### config.mk
export PLATFORM = sky130hd
export DESIGN_NAME = tdc_acq_controller
export DESIGN_NICKNAME = d
export VERILOG_FILES = /design/src/rtl/tdc_pkg.sv /design/src/rtl/tdc_event_sync.sv /design/src/rtl/tdc_acq_controller.sv
export SDC_FILE = /design/constraint.sdc
export NUM_CORES = 1
export LEC_CHECK = 0
export ABC_AREA = 1
export ABC_CLOCK_PERIOD_IN_PS = 4200
export CAP_MARGIN = 20
export CORE_MARGIN = 1.5
export CORE_UTILIZATION = 35
export DETAILED_ROUTE_END_ITERATION = 16
export PLACE_DENSITY = 0.52
export SLEW_MARGIN = 10
export SYNTH_ARGS = -nofsm -noshare
export SYNTH_HDL_FRONTEND = slang
export SYNTH_SLANG_ARGS = --single-unit
### constraint.sdc
create_clock -name clk -period 4.2 [get_ports clk]
set_input_delay 0.42 -clock clk [delete_from_list [all_inputs] [get_ports clk]]
set_output_delay 0.42 -clock clk [all_outputs]
set_load 0.01 [all_outputs]
### src/rtl/tdc_pkg.sv
// Shared definitions for the pulse-pair TDC acquisition path: FSM state encodings,
// result bin indices, TDC edge codes and the event classifier.
package tdc_pkg;

    localparam int INTERVAL_W = 7;

    // FSM states, kept as plain constants for compatibility with older consumers
    typedef logic [1:0] state_t;
    localparam state_t ST_IDLE    = 2'd0;
    localparam state_t ST_RUN     = 2'd1;
    localparam state_t ST_DRAIN   = 2'd2;
    localparam state_t ST_READOUT = 2'd3;

    // Result bin indices
    localparam logic [2:0] BIN_COINC = 3'd0;
    localparam logic [2:0] BIN_P1P1  = 3'd1;
    localparam logic [2:0] BIN_P1P2  = 3'd2;
    localparam logic [2:0] BIN_P2P1  = 3'd3;
    localparam logic [2:0] BIN_P2P2  = 3'd4;
    localparam logic [2:0] BIN_REJ   = 3'd5;

    // TDC START/END codes
    localparam logic [1:0] CODE_NONE = 2'b00;
    localparam logic [1:0] CODE_P2   = 2'b01;
    localparam logic [1:0] CODE_P1   = 2'b10;
    localparam logic [1:0] CODE_BOTH = 2'b11;

    // Map a START/END pair plus interval onto a result bin. The coincidence bin
    // bypasses the interval filter; an empty window (lo > hi) rejects bins 1-4.
    function automatic logic [2:0] classify(
        input logic [1:0]            code_start,
        input logic [1:0]            code_end,
        input logic [INTERVAL_W-1:0] interval,
        input logic [INTERVAL_W-1:0] lo,
        input logic [INTERVAL_W-1:0] hi
    );
        logic       in_win;
        logic [2:0] bin;
        in_win = (interval >= lo) && (interval <= hi);
        case ({code_start, code_end})
            {CODE_NONE, CODE_BOTH}: bin = BIN_COINC;
            {CODE_P1, CODE_P1}:     bin = in_win ? BIN_P1P1 : BIN_REJ;
            {CODE_P1, CODE_P2}:     bin = in_win ? BIN_P1P2 : BIN_REJ;
            {CODE_P2, CODE_P1}:     bin = in_win ? BIN_P2P1 : BIN_REJ;
            {CODE_P2, CODE_P2}:     bin = in_win ? BIN_P2P2 : BIN_REJ;
            default:                bin = BIN_REJ;
        endcase
        return bin;
    endfunction

endpackage

### src/rtl/tdc_event_sync.sv
// Brings the asynchronous TDC data-arrived level into the clk domain, detects its
// rising edge and captures the TDC report fields on that edge. event_stb is a
// one-cycle pulse aligned with the registered fields; en qualifies capture.
module tdc_event_sync
    import tdc_pkg::*;
(
    input  logic                  clk,
    input  logic                  rst_n,
    input  logic                  en,
    input  logic                  tdc_valid,
    input  logic [1:0]            tdc_start,
    input  logic [1:0]            tdc_end,
    input  logic [INTERVAL_W-1:0] tdc_interval,
    output logic                  event_stb,
    output logic [1:0]            ev_start,
    output logic [1:0]            ev_end,
    output logic [INTERVAL_W-1:0] ev_interval
);

    logic                  sync1_q, sync2_q, prev_q;
    logic                  stb_q, stb_d;
    logic [1:0]            start_q, start_d;
    logic [1:0]            end_q, end_d;
    logic [INTERVAL_W-1:0] interval_q, interval_d;
    logic                  rise;

    assign rise = sync2_q & ~prev_q;

    // Capture the report fields on a qualified rising edge; fields are stable then
    always_comb begin
        stb_d      = rise & en;
        start_d    = start_q;
        end_d      = end_q;
        interval_d = interval_q;
        if (stb_d) begin
            start_d    = tdc_start;
            end_d      = tdc_end;
            interval_d = tdc_interval;
        end
    end

    // Synchroniser, edge-history and event register state
    always_ff @(posedge clk or negedge rst_n) begin
        if (!rst_n) begin
            sync1_q    <= 1'b0;
            sync2_q    <= 1'b0;
            prev_q     <= 1'b0;
            stb_q      <= 1'b0;
            start_q    <= '0;
            end_q      <= '0;
            interval_q <= '0;
        end else begin
            sync1_q    <= tdc_valid;
            sync2_q    <= sync1_q;
            prev_q     <= sync2_q;
            stb_q      <= stb_d;
            start_q    <= start_d;
            end_q      <= end_d;
            interval_q <= interval_d;
        end
    end

    assign event_stb   = stb_q;
    assign ev_start    = start_q;
    assign ev_end      = end_q;
    assign ev_interval = interval_q;

endmodule

### src/rtl/tdc_acq_controller.sv
// Runs one acquisition window on the pulse-pair TDC, sorts the TDC event reports
// into saturating per-bin counters, then streams the bins out over valid/ready.
module tdc_acq_controller
    import tdc_pkg::*;
#(
    parameter int unsigned CNT_W    = 16,
    parameter int unsigned WIN_W    = 24,
    parameter int unsigned NUM_BINS = 6
) (
    input  logic                  clk,
    input  logic                  rst_n,
    input  logic                  start,
    input  logic                  abort,
    input  logic [WIN_W-1:0]      window_len,
    input  logic [INTERVAL_W-1:0] interval_lo,
    input  logic [INTERVAL_W-1:0] interval_hi,
    input  logic [1:0]            tdc_start,
    input  logic [1:0]            tdc_end,
    input  logic [INTERVAL_W-1:0] tdc_interval,
    input  logic                  tdc_valid,
    output logic                  busy,
    output logic                  done,
    output logic                  res_valid,
    input  logic                  res_ready,
    output logic [2:0]            res_idx,
    output logic [CNT_W-1:0]      res_data,
    output logic                  overflow
);

    localparam logic [CNT_W-1:0] CntMax  = {CNT_W{1'b1}};
    localparam logic [2:0]       LastIdx = 3'(NUM_BINS - 1);

    state_t                state_q, state_d;
    logic [WIN_W-1:0]      win_q, win_d;
    logic [1:0]            drain_q, drain_d;
    logic [2:0]            idx_q, idx_d;
    logic                  done_q, done_d;
    logic                  ovf_q, ovf_d;
    logic                  cls_valid_q, cls_valid_d;
    logic [2:0]            bin_q, bin_d;
    logic [CNT_W-1:0]      cnt_q [NUM_BINS];
    logic [CNT_W-1:0]      cnt_d [NUM_BINS];

    logic                  event_stb;
    logic [1:0]            ev_start, ev_end;
    logic [INTERVAL_W-1:0] ev_interval;

    // Only edges detected during RUN are captured
    tdc_event_sync u_event_sync (
        .clk          (clk),
        .rst_n        (rst_n),
        .en           (state_q == ST_RUN),
        .tdc_valid    (tdc_valid),
        .tdc_start    (tdc_start),
        .tdc_end      (tdc_end),
        .tdc_interval (tdc_interval),
        .event_stb    (event_stb),
        .ev_start     (ev_start),
        .ev_end       (ev_end),
        .ev_interval  (ev_interval)
    );

    // Classification stage; in-flight events are dropped once the FSM leaves the run
    always_comb begin
        cls_valid_d = event_stb && (state_q != ST_IDLE) && !abort;
        bin_d       = classify(ev_start, ev_end, ev_interval, interval_lo, interval_hi);
    end

    // FSM, window/drain timers, readout index and saturating counters
    always_comb begin
        state_d = state_q;
        win_d   = win_q;
        drain_d = drain_q;
        idx_d   = idx_q;
        done_d  = 1'b0;
        ovf_d   = ovf_q;
        cnt_d   = cnt_q;

        unique case (state_q)
            ST_IDLE: begin
                if (start && !abort) begin
                    for (int i = 0; i < NUM_BINS; i++) cnt_d[i] = '0;
                    ovf_d = 1'b0;
                    win_d = window_len;
                    idx_d = '0;
                    if (window_len == '0) begin
                        state_d = ST_DRAIN;
                        drain_d = 2'd2;
                    end else begin
                        state_d = ST_RUN;
                    end
                end
            end
            ST_RUN: begin
                if (win_q <= WIN_W'(1)) begin
                    state_d = ST_DRAIN;
                    drain_d = 2'd2;
                end else begin
                    win_d = win_q - WIN_W'(1);
                end
            end
            ST_DRAIN: begin
                // Three cycles let a last-RUN-cycle edge reach its counter
                if (drain_q == 2'd0) begin
                    state_d = ST_READOUT;
                    idx_d   = '0;
                end else begin
                    drain_d = drain_q - 2'd1;
                end
            end
            ST_READOUT: begin
                if (res_ready) begin
                    if (idx_q == LastIdx) begin
                        state_d = ST_IDLE;
                        idx_d   = '0;
                        done_d  = 1'b1;
                    end else begin
                        idx_d = idx_q + 3'd1;
                    end
                end
            end
            default: state_d = ST_IDLE;
        endcase

        if (cls_valid_q && (state_q == ST_RUN || state_q == ST_DRAIN)) begin
            for (int i = 0; i < NUM_BINS; i++) begin
                if (bin_q == 3'(i)) begin
                    if (cnt_q[i] == CntMax) ovf_d = 1'b1;
                    else                    cnt_d[i] = cnt_q[i] + CNT_W'(1);
                end
            end
        end

        if (abort) begin
            state_d = ST_IDLE;
            idx_d   = '0;
            done_d  = 1'b0;
        end
    end

    // Controller state registers
    always_ff @(posedge clk or negedge rst_n) begin
        if (!rst_n) begin
            state_q     <= ST_IDLE;
            win_q       <= '0;
            drain_q     <= '0;
            idx_q       <= '0;
            done_q      <= 1'b0;
            ovf_q       <= 1'b0;
            cls_valid_q <= 1'b0;
            bin_q       <= '0;
            for (int i = 0; i < NUM_BINS; i++) cnt_q[i] <= '0;
        end else begin
            state_q     <= state_d;
            win_q       <= win_d;
            drain_q     <= drain_d;
            idx_q       <= idx_d;
            done_q      <= done_d;
            ovf_q       <= ovf_d;
            cls_valid_q <= cls_valid_d;
            bin_q       <= bin_d;
            for (int i = 0; i < NUM_BINS; i++) cnt_q[i] <= cnt_d[i];
        end
    end

    // Result word mux; zero outside READOUT
    always_comb begin
        res_data = '0;
        if (state_q == ST_READOUT) begin
            for (int i = 0; i < NUM_BINS; i++) begin
                if (idx_q == 3'(i)) res_data = cnt_q[i];
            end
        end
    end

    assign busy      = (state_q != ST_IDLE);
    assign res_valid = (state_q == ST_READOUT);
    assign res_idx   = idx_q;
    assign done      = done_q;
    assign overflow  = ovf_q;

endmodule

# After elaboration in Yosys (flattened, before gate mapping)

Cells that the tools add are included.

Flip-flop bits (word level): 148
Bits in latches: 0
Memory bits (writable): 0
ROM bits: 0
Input bits: 55
Memories: 0

Add/sub/neg operators: 9
Multipliers: 0
Div/mod/pow operators: 0
Magnitude comparators: 3
Eq/ne operators: 34
Shift operators: 0
Multiplexer cells: 68
Bitwise gates (word level): 3
Reductions and logical operators: 20

Operator list:

| cell                                                            | number |
|---|---|
| 2-to-1 mux 16 bit                                               | 19 |
| 2-to-1 mux 96 bit                                               | 3 |
| adder 16 x 1 -> 16 bit, second input constant                   | 6 |
| == test 16 bit, second input constant                           | 6 |
| 2-to-1 mux 24 bit                                               | 2 |
| one-hot mux 24 bit (2 select lines)                             | 1 |
| less-or-equal comparator 24 x 1 -> 1 bit, second input constant | 1 |
| zero test 24 bit                                                | 1 |
| 2-to-1 mux 3 bit                                                | 8 |
| subtractor 24 x 1 -> 24 bit, second input constant              | 1 |
| 2-to-1 mux 1 bit                                                | 21 |
| 2-to-1 mux 2 bit                                                | 10 |
| one-hot mux 3 bit (5 select lines)                              | 1 |
| == test 3 x 2 -> 1 bit, second input constant                   | 4 |
| == test 3 bit, second input constant                            | 4 |
| inequality test 2 bit, second input constant                    | 5 |
| AND reduction 5 bit                                             | 2 |
| inequality test 3 bit, second input constant                    | 3 |
| one-hot mux 3 bit (3 select lines)                              | 1 |
| == test 4 x 3 -> 1 bit, second input constant                   | 2 |
| == test 4 bit, second input constant                            | 2 |
| one-hot mux 2 bit (4 select lines)                              | 1 |
| >= comparator 7 bit                                             | 1 |
| less-or-equal comparator 7 bit                                  | 1 |
| 20 further kinds                                                | 31 |

# Depth between registers and ports, before layout

Depth in word-level cells: 18
Depth in mapped cells: 12
Gate-level depth less buffers: 12

# Hierarchy

From an unflattened synthesis, not the netlist that was laid out.

Cells, all modules: 1,549
Area, all modules: 10,361.2 um^2

Modules (own cells, without submodules):

| module             | times used | cells an instance | area each (um^2) | seq. area each (um^2) |
|---|---|---|---|---|
| tdc_acq_controller | 1          | 1,494             | 9,783.1          | 3,328.2 |
| tdc_event_sync     | 1          | 55                | 578.1            | 375.4 |

# Worst setup path before layout

No wires, ideal clock.

Kind: register to output
Start: register idx_q[2] (netlist: res_idx[2])
End: output res_data[10]
Arrival: 1.628 ns
Data required time: 3.780 ns
Slack: 2.152 ns
Cell stages (with the launch flop): 8
Cells stage by stage: dfrtp_1 inv_1 ha_1 clkinv_1 clkbuf_1 o2111ai_1 nand3_1 a21oi_1

Longest elaborated chain between the ends: 8
Elaborated cells on any way between the ends: 13

RTL lines:

| what                            | RTL line                  | RTL |
|---|---|---|
| from (decl)                     | tdc_acq_controller.sv:36  | `logic [2:0] idx_q, idx_d;` |
| from (signal assigned)          | tdc_acq_controller.sv:157 | `idx_q <= idx_d;` |
| zero test 3 bit                 | tdc_acq_controller.sv:171 | `if (idx_q == 3'(i)) res_data = cnt_q[i];` |
| 2-to-1 mux 16 bit (5 in series) | tdc_acq_controller.sv:171 |  |
| 2-to-1 mux 16 bit *             | tdc_acq_controller.sv:171 |  |
| 2-to-1 mux 16 bit *             | tdc_acq_controller.sv:169 | `if (state_q == ST_READOUT) begin` |
| to (decl)                       | tdc_acq_controller.sv:26  | `output logic [CNT_W-1:0] res_data,` |

Every way passes the cells marked *; elsewhere a longest branch is shown, timed or not.

# Worst setup path in the final report

Start: register idx_q[1] (netlist: res_idx[1])
End: output res_data[9]

Same word-level chain as after synthesis.

==> run metrics <==
run status finished, final reports clean; Ports 78; total wire length 32100 um; area of the multi-input gates 5840 um^2; worst setup path end res_data[9]; Core Area 29600 um^2; Synth Instances 1590; clock power share 0.331; Hold Worst Slack 77.7 ps; Max Cap Violations 0; most instantiated library cell after synthesis nand2_1; # port buffers 77; first-pass GRT wire length 51400 um; Die H 177 um; die width 177 um; FF-to-FF End cnt_q[67]; number of antenna-violating nets in the routed design 0; internal power 3.22 mW; Nets 1742; Max VDD drop 0.000278 V; GRT overflow 0; Synth area leaders dfrtp_1, nand2_1, inv_1; Area Growth Syn to Fin 16.7%; element type at the critical path end output port; Layout Cells excl Fill 2060; largest net degree at the start of global routing 95; share of the synthesized area in the top cell type 0.351; RSZ-0062 raised after global routing false; CTS tree yes; cell count of the worst reg-to-reg path 8; crit-path max FO 18; synthesized cell area 10600 um^2; leading area contributor after synthesis dfrtp_1; clock sink total 148; drt pass-1 iters 5; Seq pwr share 0.361; Pins Over Slew Limit 0; critical path arrival 3250 ps; Critical R2R Launch state_q[0]; register area 3700 um^2; share of cells above drive strength 1 0.0659; htree depth 4; Placed Cells 2029; worst skew pair latency 430 ps; R2R setup slack 1430 ps; n_diodes 0; CP Class reg2out; final setup TNS 0 ps; crit start category register; sequential-to-total area share from yosys stat 0.351; Leak 5.59 nW; postcts setup bufs 0; most frequent cells after synthesis nand2_1, inv_1, nor2_1, dfrtp_1, o21ai_0; Hold Path Class in2async; Async S/R FF share, synth 1.00; switching pwr 1.88 mW; DP HPWL 24300 um; gp weighted congestion 0.905; Clock transition at path regs 70 ps; top_reg_cell synth dfrtp_1; Total Power 5.10 mW; initial antenna violation count 0; CTS resizes 0; Fmax 273 MHz; Comb pwr share 0.308; Warnings, synthesis 0; Tmin final 3670 ps; Worst EP required 3780 ps; # hold bufs at CTS 0; Sw Share 0.369; flip-flop and latch count after synthesis 148; DR WL/cell 15.6 um; Max clock buf depth 2; final hold vios 0; Die Area 31200 um^2; syn_nets 1673; Post-synth EDFFs 0; CTS Buf Count 17; vias per std cell 5.04; Starting Density 0.356; endpoints failing setup 0; Final period util 0.873; Root Driver clkbuf_16; Rel. slew slack 0.350; Placement Rows 63; Setup crit start res_idx[1]; skew final 11.8 ps; number of DRC markers in iteration 0 812; filler cell count 3146; Worst Max-Slew Pin Slew 975 ps; Total GRT Usage 0.210; power per cell area 414 nW/um^2; synthesized area per cell 6.64 um^2; Distinct cells, synth 49; Vias 10386; vias in the first global route 9633; residual DRC count 0
==> power groups by stage <==
stage	Sequential, mW	Clock (mW)	Combinational, mW
after global placement	1.86	0	1.56
after floorplan	1.80	0	1.16
after detailed placement	1.86	0	1.58
final	1.84	1.69	1.57
after CTS	1.84	1.73	1.58
after global routing	1.87	1.79	1.83
==> routing by layer <==
layer	GRT usage	share of wire	up-vias
li1	-	-	5304
met1	0.292	0.48	4806
met2	0.334	0.45	247
met3	0.0423	0.050	29
met4	0.0494	0.014	0
met5	0	0	-
==> worst min path at each step <==
stage	endpoint	slack, ps
2_1_floorplan	bin_q[0]	120
3_3_place_gp	u_event_sync.sync2_q	340
3_5_place_dp	u_event_sync.sync2_q	330
4_1_cts	cnt_q[67]	150
5_1_grt	cnt_q[67]	150
6_report	cnt_q[67]	80
==> stage by stage <==
| step | setup slack [ps] | util | cell area, um^2 |
|---|---|---|---|
| 3_5_place_dp | 1040 | 0.394 | 11700 |
| 5_1_grt | 317 | 0.415 | 12300 |
| 3_3_place_gp | 1090 | 0.394 | 11700 |
| 2_1_floorplan | 2150 | - | 10600 |
| 4_1_cts | 575 | 0.415 | 12300 |
| 6_report | 533 | 0.415 | 12300 |
==> kinds of logic (layout without fill, tap and decap cells) <==
group	Yosys count	count (layout)	share of synthesized area
adder cells (fa/ha/maj)	28	28	0.0332
AO/OA/AOI/OAI	275	275	0.147
buffers and inverters	251	331	0.0956
flip-flops	148	148	0.351
AND/OR/NAND/NOR	882	882	0.368
XOR/XNOR	6	6	0.00498
==> cell usage in the layout, fill, tap and decap left out, drive strengths merged <==
cell and instances:
nor3b 1, o21a 1, bufinv 5, buf 7, nor4 1, nand4 35, nand2 512, o22ai 1
dfrtp 148, inv 214, a21boi 1, or2 5, clkdlybuf4s50 76, o211a 2, nand3 116, clkinvlp 2
o211ai 7, and3 3, nor3 29, ha 28, nor2 176, o2111ai 18, o21bai 11, xnor2 2
clkinv 6, clkbuf 21, o221ai 1, xor2 4, nand3b 4, a31oi 1, a21oi 93, o31ai 1
o21ai 138
==> registers in the layout (all words and copies together) (netlist names), 3 cells and up <==
register / count
win_q: 24
bin_q: 3
cnt_q: 96
u_event_sync.ev_interval: 7
res_idx: 3
==> critical path: stages (launching register included) <==
cell             delay [ps]
dfrtp_1                 420
inv_1                   120
nand2_1                 110
nor2_2                  560
inv_1                   500
o21ai_0                 480
a21oi_1                 120
clkdlybuf4s50_1         500
==> layout make-up <==
class | count | share of cell area
clock buffers | 21 | 0.0366
clock inverters | 9 | 0.0145
inverters | 218 | 0.0667
multi-input cells | 1191 | 0.474
flip-flops and latches | 148 | 0.301
well taps | 390 | 0.0396
repair buffers | 83 | 0.0674
(Power assumes the default switching activity.)
==> RTL change (same flow settings) <==
Set the parameter `WIN_W` to 20 (it was 24).
--- a/src/rtl/tdc_acq_controller.sv
+++ b/src/rtl/tdc_acq_controller.sv
@@ -4,7 +4,7 @@
     import tdc_pkg::*;
 #(
     parameter int unsigned CNT_W    = 16,
-    parameter int unsigned WIN_W    = 24,
+    parameter int unsigned WIN_W    = 20,
     parameter int unsigned NUM_BINS = 6
 ) (
     input  logic                  clk,
Ports: changed (resized window_len); port bits go from 78 to 74. The function was not compared with the original's and may differ.
==> RTL change against the original RTL <==
  * Maximum frequency increased by 1.3%
  * Count of clock-buffer cells in the layout down 2
  * Setup slack improved by 0.049 ns
  * Critical path type unchanged
  * Area after synthesis is 2.9% lower
  * Wire length fell by 3.1%
  * Clock power down 8%
  * Total power is 4.2% lower
  * Via count down 5.1%
  * The flow now finishes with violations (negative hold slack)
  * Sequential cell count decreased by 4
  * Cell area down 3.5%
  * Critical endpoint is now res_data[13]
==> RTL change: results (changes against the original RTL) <==
- Vias in the first global route: 9257 (-3.9%)
- Synth Area in XOR/XNOR: 0.00428 (-0.000705)
- Arrival @ worst endpoint: 3.20 ns (-0.05 ns)
- CP max stage cell: clkdlybuf4s50_1
- Final #Nets: 1679 (-3.6%)
- Worst Setup EP: res_data[13]
- Dpl ws: 1.07 ns (+0.0301 ns)
- Crit-path max FO: 19 (+1)
- Mapped Nets: 1614 (-3.5%)
- Outcome: complete, but fails checks
- Port Buf Inserts: 73 (-5.2%)
- Final Skew: 0.0113 ns (-0.000584 ns)
- GPL Wtd Cong: 0.919 (+1.5%)
- Compound-gate portion of the synthesized area: 0.125 (-0.0222)
- Sequential share of the synthesized area: 0.352 (+0.000817)
- Worst hold slack: -0.00483 ns (-0.0825 ns)
- Maximum vdd drop: 0.309 mV (+11%)
- Initial DRC Count: 632 (-22%)
- Synth top cells by count: 439 x nand2_1, 189 x inv_1, 181 x nor2_1, 148 x nand3_1, 144 x dfrtp_1
- Largest net degree at the start of global routing: 73 (-23%)
- DR vias/cell: 4.94 (-2.0%)
- Critical R2R Launch: state_q[1]$_DFFE_PN0P_
- Reg2reg end: win_q[14]$_DFFE_PN0P_
- R2R Setup Slk: 1.38 ns (-0.05 ns)
- Worst Setup SP: res_idx[2]$_DFFE_PN0P_
- Violated checks: negative hold slack
- Syn avg cell area: 6.67 um2 (+0.55%)
- Global-route wire length before repair: 50500 um (-1.7%)
- Post-DP HPWL: 23600 um (-2.8%)
- Max stage delay on crit path: 0.58 ns (+0.02 ns)
- Post-Synth Adder-Cell Area: 0.0342 (+0.00100)
- Fin. Hold Viols: 4 (+4)
- Power Density: 411 nW/um2 (-0.69%)
- Total Routing Usage GR: 0.211 (+0.00114)
- Dpl cells: 1965 (-3.2%)
- Drt wl/cell: 15.6 um (about the same)
- FILL cells: 3039 (-3.4%)
- Largest cells by area after synthesis: dfrtp_1 35%, nand2_1 16%, nand3_1 7.2%, inv_1 6.9%, nor2_1 6.6%
- Register-to-Register Path Depth: 9 (+1)
- Placement-stage cell area: 11300 um2 (-3.2%)
- Clock latency on the worst-skew pair: 0.45 ns (+0.02 ns)
- Switching share of power: 0.389 (+0.0201)
- Sequential power: 0.00176 W (-4%)
- Share of layout cells above drive strength 1: 0.0775 (+0.0117)
- Drt total wl: 31100 um (-3.1%)
- Max-Slew Margin vs Limit: 0.345 (-0.00480)
RTL change: cell count changes in the layout (fill, tap and decap cells not counted), moves of 5 or more:
| cell | unedited run | this run |
|---|---|---|
| nand2_1 | 495 | 439 |
| nand3_1 | 112 | 148 |
| o21ai_0 | 113 | 89 |
| nor2_1 | 159 | 181 |
| o2111ai_1 | 18 | 0 |
| o21ai_1 | 24 | 12 |
| inv_1 | 199 | 189 |
| a21oi_1 | 88 | 95 |
| nand4_1 | 35 | 28 |
| nor2_4 | 5 | 10 |
RTL change: area by class of cell:
type                    instances  area share
clock buffers                  19      0.0373
well taps                     384      0.0404
clock inverters                12      0.0113
flip-flops and latches        144       0.303
repair buffers                 79      0.0654
inverters                     204      0.0649
multi-input cells            1154       0.477
RTL change: layer usage:
metal,GRT usage,part of all wire,vias up
met3,0.0326,0.039,38
met1,0.292,0.48,4534
li1,-,-,5081
met4,0.0668,0.021,0
met5,0,0,-
met2,0.338,0.46,205
